**src/rtl/branch_stack.sv**
```systemverilog
// Branch checkpoint stack: one recovery checkpoint per in-flight branch, indexed by its
// one-hot mask bit. A mispredicted resolve drives restore data combinationally.
module branch_stack #(
  parameter int B_MASK_WIDTH     = 4,
  parameter int ROB_SZ_BITS      = 5,
  parameter int PHYS_REG_SZ_R10K = 64,
  parameter int ARCH_REG_SZ_R10K = 32,
  parameter int ADDR_WIDTH       = 32,
  parameter int PHYS_IDX_BITS    = $clog2(PHYS_REG_SZ_R10K)
) (
  input  logic                                           clock_i,
  input  logic                                           reset_i,
  input  logic [B_MASK_WIDTH-1:0]                        b_mm_resolve_i,
  input  logic                                           b_mm_mispred_i,
  input  logic [B_MASK_WIDTH-1:0]                        next_b_mask_i,
  input  logic [ADDR_WIDTH-1:0]                          entry_pc_i        [B_MASK_WIDTH],
  input  logic [ROB_SZ_BITS-1:0]                         entry_rob_tail_i  [B_MASK_WIDTH],
  input  logic [PHYS_REG_SZ_R10K-1:0]                    entry_free_list_i [B_MASK_WIDTH],
  input  logic [ARCH_REG_SZ_R10K-1:0][PHYS_IDX_BITS-1:0] entry_map_table_i [B_MASK_WIDTH],
  input  logic [B_MASK_WIDTH-1:0]                        entry_b_m_i       [B_MASK_WIDTH],
  output logic [ADDR_WIDTH-1:0]                          pc_restore_o,
  output logic                                           pc_restore_valid_o,
  output logic [ROB_SZ_BITS-1:0]                         rob_tail_restore_o,
  output logic                                           rob_tail_restore_valid_o,
  output logic [PHYS_REG_SZ_R10K-1:0]                    freelist_restore_o,
  output logic                                           freelist_restore_valid_o,
  output logic [ARCH_REG_SZ_R10K-1:0][PHYS_IDX_BITS-1:0] map_table_restore_o,
  output logic                                           map_table_restore_valid_o,
  output logic [B_MASK_WIDTH-1:0]                        b_mask_combinational_o
);
  localparam int KW = (B_MASK_WIDTH > 1) ? $clog2(B_MASK_WIDTH) : 1;

  logic [B_MASK_WIDTH-1:0]                        b_mask_q, b_mask_d;
  logic [ADDR_WIDTH-1:0]                          pc_q  [B_MASK_WIDTH];
  logic [ADDR_WIDTH-1:0]                          pc_d  [B_MASK_WIDTH];
  logic [ROB_SZ_BITS-1:0]                         rob_q [B_MASK_WIDTH];
  logic [ROB_SZ_BITS-1:0]                         rob_d [B_MASK_WIDTH];
  logic [PHYS_REG_SZ_R10K-1:0]                    fl_q  [B_MASK_WIDTH];
  logic [PHYS_REG_SZ_R10K-1:0]                    fl_d  [B_MASK_WIDTH];
  logic [ARCH_REG_SZ_R10K-1:0][PHYS_IDX_BITS-1:0] map_q [B_MASK_WIDTH];
  logic [ARCH_REG_SZ_R10K-1:0][PHYS_IDX_BITS-1:0] map_d [B_MASK_WIDTH];
  logic [B_MASK_WIDTH-1:0]                        b_m_q [B_MASK_WIDTH];
  logic [B_MASK_WIDTH-1:0]                        b_m_d [B_MASK_WIDTH];

  logic [KW-1:0]           k_s;
  logic                    restore_s;
  logic [B_MASK_WIDTH-1:0] squash_s;
  logic [B_MASK_WIDTH-1:0] alloc_s;

  // A mispredict squashes the resolving slot plus every slot that depends on it
  always_comb begin
    k_s       = '0;
    restore_s = (|b_mm_resolve_i) & b_mm_mispred_i & ~reset_i;
    squash_s  = '0;
    for (int i = 0; i < B_MASK_WIDTH; i++) begin
      k_s         = b_mm_resolve_i[i] ? KW'(i) : k_s;
      squash_s[i] = b_mm_resolve_i[i] | (restore_s & (|(b_m_q[i] & b_mm_resolve_i)));
    end
  end

  assign b_mask_combinational_o    = b_mask_q & ~squash_s;
  assign pc_restore_valid_o        = restore_s;
  assign rob_tail_restore_valid_o  = restore_s;
  assign freelist_restore_valid_o  = restore_s;
  assign map_table_restore_valid_o = restore_s;
  assign pc_restore_o              = restore_s ? pc_q[k_s]  : '0;
  assign rob_tail_restore_o        = restore_s ? rob_q[k_s] : '0;
  assign freelist_restore_o        = restore_s ? fl_q[k_s]  : '0;
  assign map_table_restore_o       = restore_s ? map_q[k_s] : '0;

  // A slot freed by this cycle's resolve may be reallocated in the same cycle
  always_comb begin
    b_mask_d = next_b_mask_i;
    alloc_s  = next_b_mask_i & ~b_mask_combinational_o;
    for (int i = 0; i < B_MASK_WIDTH; i++) begin
      pc_d[i]  = alloc_s[i] ? entry_pc_i[i]        : pc_q[i];
      rob_d[i] = alloc_s[i] ? entry_rob_tail_i[i]  : rob_q[i];
      fl_d[i]  = alloc_s[i] ? entry_free_list_i[i] : fl_q[i];
      map_d[i] = alloc_s[i] ? entry_map_table_i[i] : map_q[i];
      b_m_d[i] = (alloc_s[i] ? entry_b_m_i[i] : b_m_q[i]) & ~b_mm_resolve_i;
    end
  end

  // Checkpoint storage with synchronous reset
  always_ff @(posedge clock_i) begin
    if (reset_i) begin
      b_mask_q <= '0;
      for (int i = 0; i < B_MASK_WIDTH; i++) begin
        pc_q[i]  <= '0;
        rob_q[i] <= '0;
        fl_q[i]  <= '0;
        map_q[i] <= '0;
        b_m_q[i] <= '0;
      end
    end else begin
      b_mask_q <= b_mask_d;
      for (int i = 0; i < B_MASK_WIDTH; i++) begin
        pc_q[i]  <= pc_d[i];
        rob_q[i] <= rob_d[i];
        fl_q[i]  <= fl_d[i];
        map_q[i] <= map_d[i];
        b_m_q[i] <= b_m_d[i];
      end
    end
  end
endmodule

```
**config.mk**
```make
export PLATFORM = sky130hd
export DESIGN_NAME = branch_stack
export DESIGN_NICKNAME = d
export VERILOG_FILES = /design/src/rtl/branch_stack.sv
export SDC_FILE = /design/constraint.sdc
export NUM_CORES = 2
export LEC_CHECK = 0
export ABC_AREA = 1
export CORE_AREA = 2 2 585 587
export CTS_CLUSTER_SIZE = 12
export DETAILED_ROUTE_END_ITERATION = 10
export DIE_AREA = 0 0 587 589
export HOLD_SLACK_MARGIN = 0.03
export PLACE_DENSITY = 0.35
export SLEW_MARGIN = 20
export SYNTH_ARGS = -nofsm -noshare
export SYNTH_HDL_FRONTEND = slang
export SYNTH_SLANG_ARGS = --single-unit
```
**constraint.sdc**
```tcl
create_clock -name clock_i -period 58.6 [get_ports clock_i]
set_clock_uncertainty 0.1 [all_clocks]
set_input_delay 11.72 -clock clock_i [delete_from_list [all_inputs] [get_ports clock_i]]
set_output_delay 11.72 -clock clock_i [all_outputs]
set_load 0.005 [all_outputs]
```
==> summary.md <==
| Metric | Value |
|---|---|
| CP Cell Sequence | clkdlybuf4s50_1 > nor2_4 > nand2_2 > nand2_4 > buf_4 > buf_4 > buf_4 > a21oi_1 > clkdlybuf4s50_1 |
| Startpoint kind of the worst setup timing path | input pin |
| Worst hold path startpoint | b_m_q[2][1] |
| Worst hold slack | 0.3784 ns |
| Flip-flop and latch count after synthesis | 1188 |
| Leakage power | 33.89 nW |
| Root buf cell | sky130_fd_sc_hd__clkbuf_16 |
| Delay-heaviest family, CP | buffers and inverters |
| Per-instance average area after synthesis | 9.191 um^2 |
| Height of the chip | 589 um |
| Max-cap violation count | 0 |
| Clock slew at the register clock pins of the worst setup and hold paths | 0.06 ns |
| Buffers and inverters on the worst path | 5 |
| Antenna viol nets, final | 0 |
| Depth of the worst register-to-register path | 9 |
| Number of vias per cell after detailed routing | 3.868 |
| Status | completed |
| Number of gates given a new drive strength after cts | 0 |
| Synthesized netlist net count | 7265 |
| Later-pin clock latency in the skew report | 0.80 ns |
| Hold crit path type | flop to flop |
| Vias in the first global route | 48260 |
| Endpoint of the worst-slack reg-to-reg timing path | pc_q[3][21] |
| Worst Setup Path Type | input pin to primary output |
| Buffers inserted by post-CTS timing repair | 0 |
| Clock Path Buffers | 4 |
| Sum of routed wire length over all layers | 315100 um |
| Maximum fanout count along the critical path | 51 |
| Inserted Clock Buffers | 161 |
| Final-report setup violation count | 0 |
| Sinks on Clock Net | 1188 |
| Critical path capture point type | primary output |
| Area of the multi-input gates | 13790 um^2 |
| Final critical-path setup slack | 30.22 ns |
| First-pass GRT wire length | 423500 um |
| Die area | 345700 um^2 |
| Via count | 46940 |
| CTS tree | built |
| Maximum cell stage delay along the critical path | 0.81 ns |
| Startpoint of the lowest-slack register-to-register path | b_m_q[3][1] |
| DR WL/cell | 25.96 um |
| Grt ovf | 0 |
| Highest achievable clock rate | 35.24 MHz |
| Mapped Cells | 6066 |
| Max transition margin | 9.859% |
| Post-layout nets | 8631 |
| Global placement routability congestion | 0.8339 |
| FF+latch area | 35510 um^2 |
| Share of synthesized area occupied by flip-flops and latches | 63.70% |
| Worst setup timing slack at the placement stage | 30.03 ns |
| Final Hold Violating Endpoints | 0 |
| Number of distinct library cells after synthesis | 21 |
| Fillers | 37290 |
| Critical-path top delay cell | sky130_fd_sc_hd__buf_4 |
| Share of the cycle needed by the critical path after routing | 48.42% |
| DRT iter0 DRCs | 2991 |
| Initial Utilization | 16.45% |
| Boundary Pins | 1500 |
| Endpoint of the worst hold path | b_m_q[2][1] |
| I/O Buffers | 1495 |
| Drt pass-1 iters | 5 |
| Pin count of the biggest net entering global routing | 125 |
| Deepest level of the CTS H-tree | 4 |
| Number of pins exceeding their max-slew limit in the final report | 0 |
| Core ar. | 339000 um^2 |
| Critical path data arrival time | 16.56 ns |
| Post-route DRC | 0 |
| Worst hold stages | 2 |
| Antenna violations before repair | 165 |
| Most used cell along the critical path | sky130_fd_sc_hd__buf_4 |
| Detailed placer's ending HPWL | 223500 um |
| Power density over cell area | 28.52 nW/um^2 |
| Post-layout minimum cycle time | 28.38 ns |
| Std cell rows | 214 |
| Mapped cell area | 55750 um^2 |
| Hold buffers post-CTS | 0 |
| Slew at the pin with the worst max-slew slack | 1.338 ns |
| Setup TNS | 0 ns |
| Total track usage | 17.59% |
| Number of synthesis warnings | 0 |
| IR Drop Worst-Case VDD | 0.01808 mV |
| Data required, critical path | 46.78 ns |
| Share of post-route cells with drive strength above 1 | 3.855% |
| RSZ-0062 raised after global routing | false |
| Post-synthesis to final-layout area growth | 43.77% |
| Setup slack, reg-to-reg | 54.11 ns |
| Width of the chip | 587 um |
-- sequential cells by signal (all words and copies together) (netlist names) --
name      flops
b_m_q        12
b_mask_q      4
map_q       768
fl_q        256
rob_q        20
pc_q        128
-- worst reg2reg max path, cell delays in order, from the launching register on --
cell and delay [ns]:
sky130_fd_sc_hd__dfxtp_1 0.33, sky130_fd_sc_hd__nand2_1 0.05, sky130_fd_sc_hd__nand3_1 0.13, sky130_fd_sc_hd__nand3_2 0.09
sky130_fd_sc_hd__nand2_4 0.14, sky130_fd_sc_hd__inv_1 0.10, sky130_fd_sc_hd__o21ai_4 0.68, sky130_fd_sc_hd__buf_4 0.92
sky130_fd_sc_hd__buf_4 0.85, sky130_fd_sc_hd__buf_4 0.68
-- worst max path at each step --
stage                            from                endpoint  slack (ns)  cells after the start
finish              b_mm_resolve_i[2]  freelist_restore_o[63]       30.22                      9
global route        b_mm_resolve_i[2]  freelist_restore_o[63]       29.95                      9
CTS                 b_mm_resolve_i[2]  freelist_restore_o[63]       30.02                      9
detailed placement  b_mm_resolve_i[2]  freelist_restore_o[63]       30.03                      9
global placement    b_mm_resolve_i[2]  freelist_restore_o[63]       30.03                      9
floorplan           b_mm_resolve_i[3]              fl_q[0][0]       24.39                      7
-- logic make-up after synthesis --
group	Yosys count	synth area share (%)
compound gates	891	8.005
flops	1188	63.70
buf+inv	1555	11.76
simple gates	2432	16.54
-- final cells by class --
cell class / instances / area share (%)
Sequential cell: 1188 / 44.30
Timing Repair Buffer: 1564 / 19.49
Multi-Input combinational cell: 3323 / 17.20
Tap cell: 4536 / 7.080
Inverter: 1194 / 5.619
Clock buffer: 203 / 5.276
Clock inverter: 76 / 0.8632
Antenna cell: 52 / 0.1623
-- placed cells by master, fill, tap and decap left out, types with 2 or more instances in the layout --
cell,synthesis,layout
sky130_fd_sc_hd__nand2_8,0,4
sky130_fd_sc_hd__a21oi_1,302,302
sky130_fd_sc_hd__o21ai_4,0,2
sky130_fd_sc_hd__clkbuf_1,102,40
sky130_fd_sc_hd__inv_1,1190,1190
sky130_fd_sc_hd__inv_16,0,3
sky130_fd_sc_hd__clkinv_8,0,2
sky130_fd_sc_hd__diode_2,0,52
sky130_fd_sc_hd__nor2_4,2,2
sky130_fd_sc_hd__clkbuf_16,0,163
sky130_fd_sc_hd__clkinv_16,0,3
sky130_fd_sc_hd__buf_12,0,11
sky130_fd_sc_hd__clkinv_1,0,40
sky130_fd_sc_hd__bufinv_16,0,7
sky130_fd_sc_hd__clkinv_2,0,8
sky130_fd_sc_hd__dfxtp_1,16,16
sky130_fd_sc_hd__nand3_1,7,7
sky130_fd_sc_hd__o21ai_0,535,529
sky130_fd_sc_hd__buf_4,93,58
sky130_fd_sc_hd__nand2_2,8,4
sky130_fd_sc_hd__clkinv_4,0,5
sky130_fd_sc_hd__nor2_1,2370,2370
sky130_fd_sc_hd__nand3b_1,9,9
sky130_fd_sc_hd__nand2_1,34,31
sky130_fd_sc_hd__inv_6,0,4
sky130_fd_sc_hd__inv_8,0,3
sky130_fd_sc_hd__o21ai_1,53,57
sky130_fd_sc_hd__nand2_4,1,4
sky130_fd_sc_hd__clkdlybuf4s50_1,0,1494
sky130_fd_sc_hd__edfxtp_1,1172,1172
sky130_fd_sc_hd__clkinvlp_4,0,4
-- synthesized netlist by cell type --
library cell               instances  area share [%]
sky130_fd_sc_hd__a21oi_1         302             2.7
sky130_fd_sc_hd__a21oi_2           1           0.016
sky130_fd_sc_hd__buf_1            19            0.13
sky130_fd_sc_hd__buf_2           117             1.1
sky130_fd_sc_hd__buf_4            93             1.3
sky130_fd_sc_hd__buf_6            30            0.61
sky130_fd_sc_hd__clkbuf_1        102            0.69
sky130_fd_sc_hd__dfxtp_1          16            0.57
sky130_fd_sc_hd__edfxtp_1       1172              63
sky130_fd_sc_hd__inv_1          1190             8.0
sky130_fd_sc_hd__inv_2             4           0.027
sky130_fd_sc_hd__nand2_1          34            0.23
sky130_fd_sc_hd__nand2_2           8           0.090
sky130_fd_sc_hd__nand2_4           1           0.020
sky130_fd_sc_hd__nand3_1           7           0.063
sky130_fd_sc_hd__nand3_2           1           0.018
sky130_fd_sc_hd__nand3b_1          9            0.12
sky130_fd_sc_hd__nor2_1         2370              16
sky130_fd_sc_hd__nor2_4            2           0.040
sky130_fd_sc_hd__o21ai_0         535             4.8
sky130_fd_sc_hd__o21ai_1          53            0.48
-- through the flow --
| stage | utilization, % | power, W | cell area (um^2) | instances |
|---|---|---|---|---|
| 3_5_place_dp | 22.16 | 0.001349 | 75110 | 11810 |
| 4_1_cts | 23.61 | 0.002329 | 80030 | 12080 |
| 5_1_grt | 23.63 | 0.002380 | 80090 | 12110 |
| 2_1_floorplan | - | 0.001170 | 55750 | 6066 |
| 6_report | 23.65 | 0.002286 | 80160 | 12140 |
| 3_3_place_gp | 22.16 | 0.001350 | 75110 | 11810 |
-- layer usage --
layer / vias to the layer above / routed length (um) / GRT usage (%)
met1: 23000 / 129900 / 21.50
li1: 21720 / - / -
met4: 132 / 7568 / 4.362
met5: - / 851 / 0
met3: 444 / 27340 / 6.163
met2: 1642 / 149500 / 29.35
-- power by group --
part | internal (W) | switching, W | leakage (nW)
Combinational | 0.000125 | 0.000183 | 18.5
Sequential | 0.00100 | 0.0000159 | 13.1
Clock | 0.000544 | 0.000419 | 2.37
Power figures use the tool's default switching activity.
